$ cat src/rtl/pc_gen_pkg.sv
// pc_gen_pkg: shared encodings for the program-counter generator.
//   - redirect_e : encoding of the redirect_type input (6 and 7 behave as none)
//   - state_e    : fetch sequencer states
//   - default reset and exception vectors
//   - is_target_redirect(): true for redirects that carry a target address
package pc_gen_pkg;

    typedef enum logic [2:0] {
        RD_NONE   = 3'd0,
        RD_BRANCH = 3'd1,
        RD_JUMP   = 3'd2,
        RD_JR     = 3'd3,
        RD_EXC    = 3'd4,
        RD_ERET   = 3'd5
    } redirect_e;

    typedef enum logic [1:0] {
        BOOT = 2'd0,
        RUN  = 2'd1,
        EXC  = 2'd2
    } state_e;

    localparam logic [31:0] DEFAULT_RESET_VECTOR = 32'h0040_0000;
    localparam logic [31:0] DEFAULT_EXC_VECTOR   = 32'h0040_0004;

    // Branch, jump and jr are the only redirects whose target comes from redirect_target.
    function automatic logic is_target_redirect(input logic [2:0] rt);
        return (rt == RD_BRANCH) || (rt == RD_JUMP) || (rt == RD_JR);
    endfunction

endpackage

$ cat src/rtl/ret_addr_stack.sv
// ret_addr_stack: circular return-address stack with a saturating count.
// Ports:
//   clk, rst        clock, asynchronous active-high reset
//   push, pop       stack operations for this edge (both: replace top entry)
//   push_data       value written on push
//   top             top entry, 0 when the stack is empty
//   empty           stack holds no entries
// Pushing when full advances the pointer onto the oldest slot, so the oldest
// return address is silently overwritten and the count stays at RAS_DEPTH.
module ret_addr_stack
    import pc_gen_pkg::*;
#(
    parameter int WIDTH     = 32,
    parameter int RAS_DEPTH = 4
) (
    input  logic             clk,
    input  logic             rst,
    input  logic             push,
    input  logic             pop,
    input  logic [WIDTH-1:0] push_data,
    output logic [WIDTH-1:0] top,
    output logic             empty
);

    localparam int PTR_W = $clog2(RAS_DEPTH);
    localparam int CNT_W = PTR_W + 1;
    localparam logic [PTR_W-1:0] PTR_ONE  = PTR_W'(1'b1);
    localparam logic [CNT_W-1:0] CNT_ONE  = CNT_W'(1'b1);
    localparam logic [CNT_W-1:0] CNT_ZERO = {CNT_W{1'b0}};
    localparam logic [CNT_W-1:0] CNT_FULL = CNT_W'(RAS_DEPTH);

    logic [WIDTH-1:0] mem_r [RAS_DEPTH];
    logic [PTR_W-1:0] top_ptr_r;
    logic [CNT_W-1:0] count_r;
    logic [PTR_W-1:0] next_ptr_s;

    assign next_ptr_s = top_ptr_r + PTR_ONE;

    // Stack storage, top pointer and occupancy count.
    always_ff @(posedge clk or posedge rst) begin
        if (rst) begin
            top_ptr_r <= {PTR_W{1'b0}};
            count_r   <= CNT_ZERO;
            for (int i = 0; i < RAS_DEPTH; i++) begin
                mem_r[i] <= {WIDTH{1'b0}};
            end
        end else if (push && pop) begin
            // Return and call in one instruction: swap the top, depth unchanged.
            mem_r[top_ptr_r] <= push_data;
        end else if (push) begin
            mem_r[next_ptr_s] <= push_data;
            top_ptr_r         <= next_ptr_s;
            if (count_r != CNT_FULL) begin
                count_r <= count_r + CNT_ONE;
            end
        end else if (pop && (count_r != CNT_ZERO)) begin
            top_ptr_r <= top_ptr_r - PTR_ONE;
            count_r   <= count_r - CNT_ONE;
        end
    end

    assign empty = (count_r == CNT_ZERO);
    assign top   = empty ? {WIDTH{1'b0}} : mem_r[top_ptr_r];

endmodule

$ cat src/rtl/pc_gen.sv
// pc_gen: fetch program-counter generator with exception/eret handling and a
// return-address stack for call/return prediction.
// Ports:
//   clk, rst          clock, asynchronous active-high reset
//   ena               global enable; 0 freezes all state
//   stall             hold the pc
//   fetch_ready       instruction memory accepts pc this cycle
//   pc, pc_valid      registered fetch request
//   redirect_type     0 none, 1 branch, 2 jump, 3 jr, 4 exception, 5 eret
//   redirect_target   target for types 1-3
//   call, ras_pop     push pc+INSTR_BYTES on aligned jump/jr; pop the stack
//   ras_top, ras_empty  return-address stack view
//   epc, bad_addr     exception pc and last misaligned target
//   addr_err          one-cycle pulse on a misaligned target
// All outputs come from registers; inputs only influence the next edge.
module pc_gen
    import pc_gen_pkg::*;
#(
    parameter int                 WIDTH        = 32,
    parameter logic [WIDTH-1:0]   RESET_VECTOR = WIDTH'(DEFAULT_RESET_VECTOR),
    parameter logic [WIDTH-1:0]   EXC_VECTOR   = WIDTH'(DEFAULT_EXC_VECTOR),
    parameter int                 INSTR_BYTES  = 4,
    parameter int                 RAS_DEPTH    = 4
) (
    input  logic             clk,
    input  logic             rst,
    input  logic             ena,
    input  logic             stall,
    input  logic             fetch_ready,
    output logic [WIDTH-1:0] pc,
    output logic             pc_valid,
    input  logic [2:0]       redirect_type,
    input  logic [WIDTH-1:0] redirect_target,
    input  logic             call,
    input  logic             ras_pop,
    output logic [WIDTH-1:0] ras_top,
    output logic             ras_empty,
    output logic [WIDTH-1:0] epc,
    output logic [WIDTH-1:0] bad_addr,
    output logic             addr_err
);

    localparam logic [WIDTH-1:0] STEP  = WIDTH'(INSTR_BYTES);
    localparam logic [WIDTH-1:0] ZERO  = {WIDTH{1'b0}};

    state_e           state_r;
    logic [WIDTH-1:0] pc_r;
    logic             pc_valid_r;
    logic [WIDTH-1:0] epc_r;
    logic [WIDTH-1:0] bad_addr_r;
    logic             addr_err_r;

    logic             target_redir_s;
    logic             misaligned_s;
    logic             run_edge_s;
    logic             ras_push_s;
    logic             ras_pop_s;
    logic [WIDTH-1:0] seq_pc_s;

    assign target_redir_s = is_target_redirect(redirect_type);
    assign misaligned_s   = (redirect_target % STEP) != ZERO;
    assign run_edge_s     = ena && (state_r == RUN);
    assign seq_pc_s       = pc_r + STEP;

    // Only a successfully taken jal/jalr records a return address; a
    // misaligned call traps instead, so nothing is pushed.
    assign ras_push_s = run_edge_s && call && !misaligned_s
                        && ((redirect_type == RD_JUMP) || (redirect_type == RD_JR));
    assign ras_pop_s  = ena && ras_pop;

    // Fetch sequencer: state, pc and the exception bookkeeping registers.
    always_ff @(posedge clk or posedge rst) begin
        if (rst) begin
            state_r    <= BOOT;
            pc_r       <= RESET_VECTOR;
            pc_valid_r <= 1'b0;
            epc_r      <= ZERO;
            bad_addr_r <= ZERO;
            addr_err_r <= 1'b0;
        end else if (!ena) begin
            addr_err_r <= 1'b0;
        end else begin
            addr_err_r <= 1'b0;
            case (state_r)
                BOOT: begin
                    state_r    <= RUN;
                    pc_valid_r <= 1'b1;
                end
                RUN: begin
                    if (redirect_type == RD_EXC) begin
                        pc_r       <= EXC_VECTOR;
                        epc_r      <= pc_r;
                        state_r    <= EXC;
                        pc_valid_r <= 1'b0;
                    end else if (redirect_type == RD_ERET) begin
                        pc_r <= epc_r;
                    end else if (target_redir_s) begin
                        if (misaligned_s) begin
                            pc_r       <= EXC_VECTOR;
                            epc_r      <= pc_r;
                            bad_addr_r <= redirect_target;
                            addr_err_r <= 1'b1;
                            state_r    <= EXC;
                            pc_valid_r <= 1'b0;
                        end else begin
                            pc_r <= redirect_target;
                        end
                    end else if (stall || !fetch_ready) begin
                        pc_r <= pc_r;
                    end else begin
                        // Natural modulo-2^WIDTH wrap is intended.
                        pc_r <= seq_pc_s;
                    end
                end
                EXC: begin
                    state_r    <= RUN;
                    pc_valid_r <= 1'b1;
                end
                default: begin
                    state_r    <= BOOT;
                    pc_valid_r <= 1'b0;
                end
            endcase
        end
    end

    ret_addr_stack #(
        .WIDTH     (WIDTH),
        .RAS_DEPTH (RAS_DEPTH)
    ) u_ras (
        .clk       (clk),
        .rst       (rst),
        .push      (ras_push_s),
        .pop       (ras_pop_s),
        .push_data (seq_pc_s),
        .top       (ras_top),
        .empty     (ras_empty)
    );

    assign pc       = pc_r;
    assign pc_valid = pc_valid_r;
    assign epc      = epc_r;
    assign bad_addr = bad_addr_r;
    assign addr_err = addr_err_r;

endmodule

$ cat config.mk
export PLATFORM = sky130hd
export DESIGN_NAME = pc_gen
export DESIGN_NICKNAME = d
export VERILOG_FILES = /design/src/rtl/pc_gen_pkg.sv /design/src/rtl/ret_addr_stack.sv /design/src/rtl/pc_gen.sv
export SDC_FILE = /design/constraint.sdc
export NUM_CORES = 1
export LEC_CHECK = 0
export BUFFER_PORTS_ARGS = -buffer_cell sky130_fd_sc_hd__buf_2
export CORE_ASPECT_RATIO = 0.5
export CORE_UTILIZATION = 60
export CTS_BUF_LIST = sky130_fd_sc_hd__clkbuf_2 sky130_fd_sc_hd__clkbuf_4 sky130_fd_sc_hd__clkbuf_8
export DETAILED_ROUTE_END_ITERATION = 7
export PLACE_DENSITY_LB_ADDON = 0.15
export SLEW_MARGIN = 20
export SYNTH_ARGS = -nofsm -noshare
export SYNTH_HDL_FRONTEND = slang
export SYNTH_HIERARCHICAL = 1
export SYNTH_SLANG_ARGS = --single-unit
$ cat constraint.sdc
create_clock -name clk -period 8.8 [get_ports clk]
set_input_delay 0.88 -clock clk [delete_from_list [all_inputs] [get_ports clk]]
set_output_delay 0.88 -clock clk [all_outputs]
set_load 0.01 [all_outputs]
==> run summary <==
status - finished, final reports clean
flops & latches, synth - 232
post-cts resize count - 0
WP data required - 7.92 ns
diode count - 0
antenna-violating nets left - 0
first-pass GRT wire length - 48.20 mm
ys flop type - dfrtp_1
reg2reg end - u_ras/mem_r[103]
wirelength, routed - 31.43 mm
Starting Density - 61.74%
post-layout min period - 3.466 ns
worst vdd ir - 207.7 uV
synthesized area - 12,130 um2
crit path buf inv count - 2
post-CTS setup repair buffer count - 0
syn_area_per_cell - 12.80 um2
Setup violations, final - 0
Tot Pwr - 3603 uW
fin nets - 1,153
Post-CTS Hold Buffers - 0
Root Buffer - clkbuf_8
unique cell type count in the Yosys netlist - 72
worst hold path type - input port to async pin
CTS tree - built
number of flops mapped to enable cells by yosys - 0
Port Buffer Count - 172
Crit Reg-Reg Startpoint - u_ras/top_ptr_r[0]
CTS H-tree depth - 2
Sinks on Clock Net - 232
Fmax - 288.5 MHz
Placeable Area - 19,640 um2
worst reg2reg path depth - 6
Syn Inst Count - 947
pin count of the biggest net entering global routing - 74
1st-iter DRT viols - 747
overall routing resource usage - 30.48%
Slew Viols, Final - 0
hpwl dp - 21.45 mm
clock slew at reported path FFs - 0.07 ns
critical path's slowest cell - dfrtp_2
std cell rows - 36
final hold slack - 0.4432 ns
Seq/Total Area, Yosys - 47.89%
critical-path cell list - buf_4, mux4_2, nor2b_1, buf_2
syn_nets - 995
# IOs - 173
clk_skew - 0.02116 ns
Worst Path Max Fanout - 21
vias per cell - 6.169
ys async rst share - 100.0%
Max Cap Viol - 0
Cells after DPL - 1,334
R2R setup slack - 5.71 ns
Static Leak - 0.006996 uW
CP delay by family, top - flip-flops
Worst Max-Slew Pin Slew - 1.088 ns
setup repair after global routing missed its margin - no
CTS Buf Count - 35
vias in the first global route - 8,430
gr ovfl total - 0
gp weighted congestion - 0.9363
drt first pass iters - 5
Final period util - 39.39%
endpoints failing hold - 0
CTS max path bufs - 3
Post-Layout Cell Count - 1,396
via count - 8,612
Worst slew margin - 26.99%
Die Ht - 102.5 um
Worst setup SP type - flip-flop
fillers - 1,427
DRC - 0
die area - 20,820 um2
die width - 203.0 um
CP Class - flip-flop to output pin
share of post-route cells with drive strength above 1 - 44.34%
initial antenna violation count - 0
Crit path arrival time - 2.59 ns
clock latency on the worst-skew pair - 0.52 ns
pwr dens - 261.7 nW/um2
Ys Warns - 6
Setup crit end kind - output pin
max incr delay on CP - 0.72 ns
P&R area growth vs syn - 13.52%
Routed WL per cell - 22.51 um
Fin Setup TNS - 0 ns
-- cells in the mapped netlist, types with 16 or more instances --
cell type	number	area share, %
o21ai_0	33	1.4
nor2b_1	34	1.8
buf_2	18	0.74
mux2_4	93	12
mux4_2	32	5.9
a21oi_1	31	1.3
nor3_1	16	0.66
mux2_2	103	9.6
clkbuf_1	23	0.71
nand3_1	21	0.87
dfrtp_1	231	48
nor2_1	40	1.2
xnor2_1	20	1.4
inv_1	17	0.53
nand2_1	60	1.9
-- layout make-up --
| class | count | area, um2 | area share [%] |
|---|---|---|---|
| multi-input combinational | 635 | 5858 | 42.56 |
| timing repair buffer | 184 | 950.9 | 6.908 |
| inverter | 17 | 68.82 | 0.5000 |
| tap | 266 | 332.8 | 2.418 |
| clock inverter | 6 | 61.31 | 0.4454 |
| sequential | 232 | 5809 | 42.21 |
| clock buffer | 56 | 683.2 | 4.963 |
-- cells in the final DEF (no fill, tap or decap), drive strengths merged, types with 6 or more instances in the layout --
| cell type | instances |
|---|---|
| nor2b | 34 |
| a22oi | 10 |
| clkbuf | 56 |
| nand2 | 63 |
| mux4 | 32 |
| nor4 | 12 |
| dfrtp | 231 |
| xor2 | 10 |
| buf | 184 |
| nand3 | 21 |
| nor2 | 40 |
| nor3 | 18 |
| a21oi | 31 |
| xnor2 | 20 |
| mux2 | 196 |
| and3 | 6 |
| o21ai | 33 |
| a22o | 6 |
| and2 | 6 |
| inv | 18 |
| nand4 | 11 |
-- registers in the layout, indices dropped and copies added, names as in the netlist --
name             cells
pc                  32
u_ras/top_ptr_r      2
pc_valid             1
epc                 32
bad_addr            32
u_ras/count_r        3
u_ras/mem_r        128
state_r              1
addr_err             1
-- where the power goes --
| part | total [uW] | internal, uW | leakage (uW) | switching (uW) |
|---|---|---|---|---|
| Combinational | 1070 | 510 | 0.00351 | 559 |
| Sequential | 1590 | 1290 | 0.00309 | 301 |
| Clock | 938 | 523 | 0.000397 | 415 |
-- worst max path at each step --
stage                       end          startpoint  cells past startpoint
2_1_floorplan  u_ras/count_r[0]                 rst                      1
3_3_place_gp   u_ras/mem_r[123]    redirect_type[2]                      5
3_5_place_dp   u_ras/mem_r[102]    redirect_type[2]                      5
4_1_cts             ras_top[13]  u_ras/top_ptr_r[0]                      4
5_1_grt             ras_top[15]  u_ras/top_ptr_r[0]                      4
6_report            ras_top[14]  u_ras/top_ptr_r[0]                      4
-- per-layer routing --
layer  global-route usage (%)  wire, um  vias to the layer above
li1                         -         -                     3777
met1                    47.11     14500                     4392
met2                    42.57     13300                      412
met3                    9.039      3230                       31
met4                    5.957       398                        0
met5                        0         0                        -
-- per-stage QoR --
stage                     worst slack [ns]  utilization, %  area, um2
after CTS                            5.233           70.06      13760
after floorplan                      4.366               -      12130
final                                5.334           70.09      13760
after detailed placement             4.798           66.27      13010
after global routing                 5.117           70.09      13760
after global placement               4.898           66.27      13010
-- cells by family (layout without fill, tap and decap cells) --
family / after synthesis / in the layout / synth area share [%]
muxes: 230 / 230 / 27.19
buffers and inverters: 80 / 263 / 4.055
xor gates and xnor gates: 30 / 30 / 2.167
adders and majority gates: 6 / 6 / 0.6811
DFF: 232 / 232 / 47.89
AOI/OAI and AO/OA: 137 / 137 / 7.616
and+or+nand+nor: 232 / 232 / 10.40
Power figures use the tool's default switching activity.
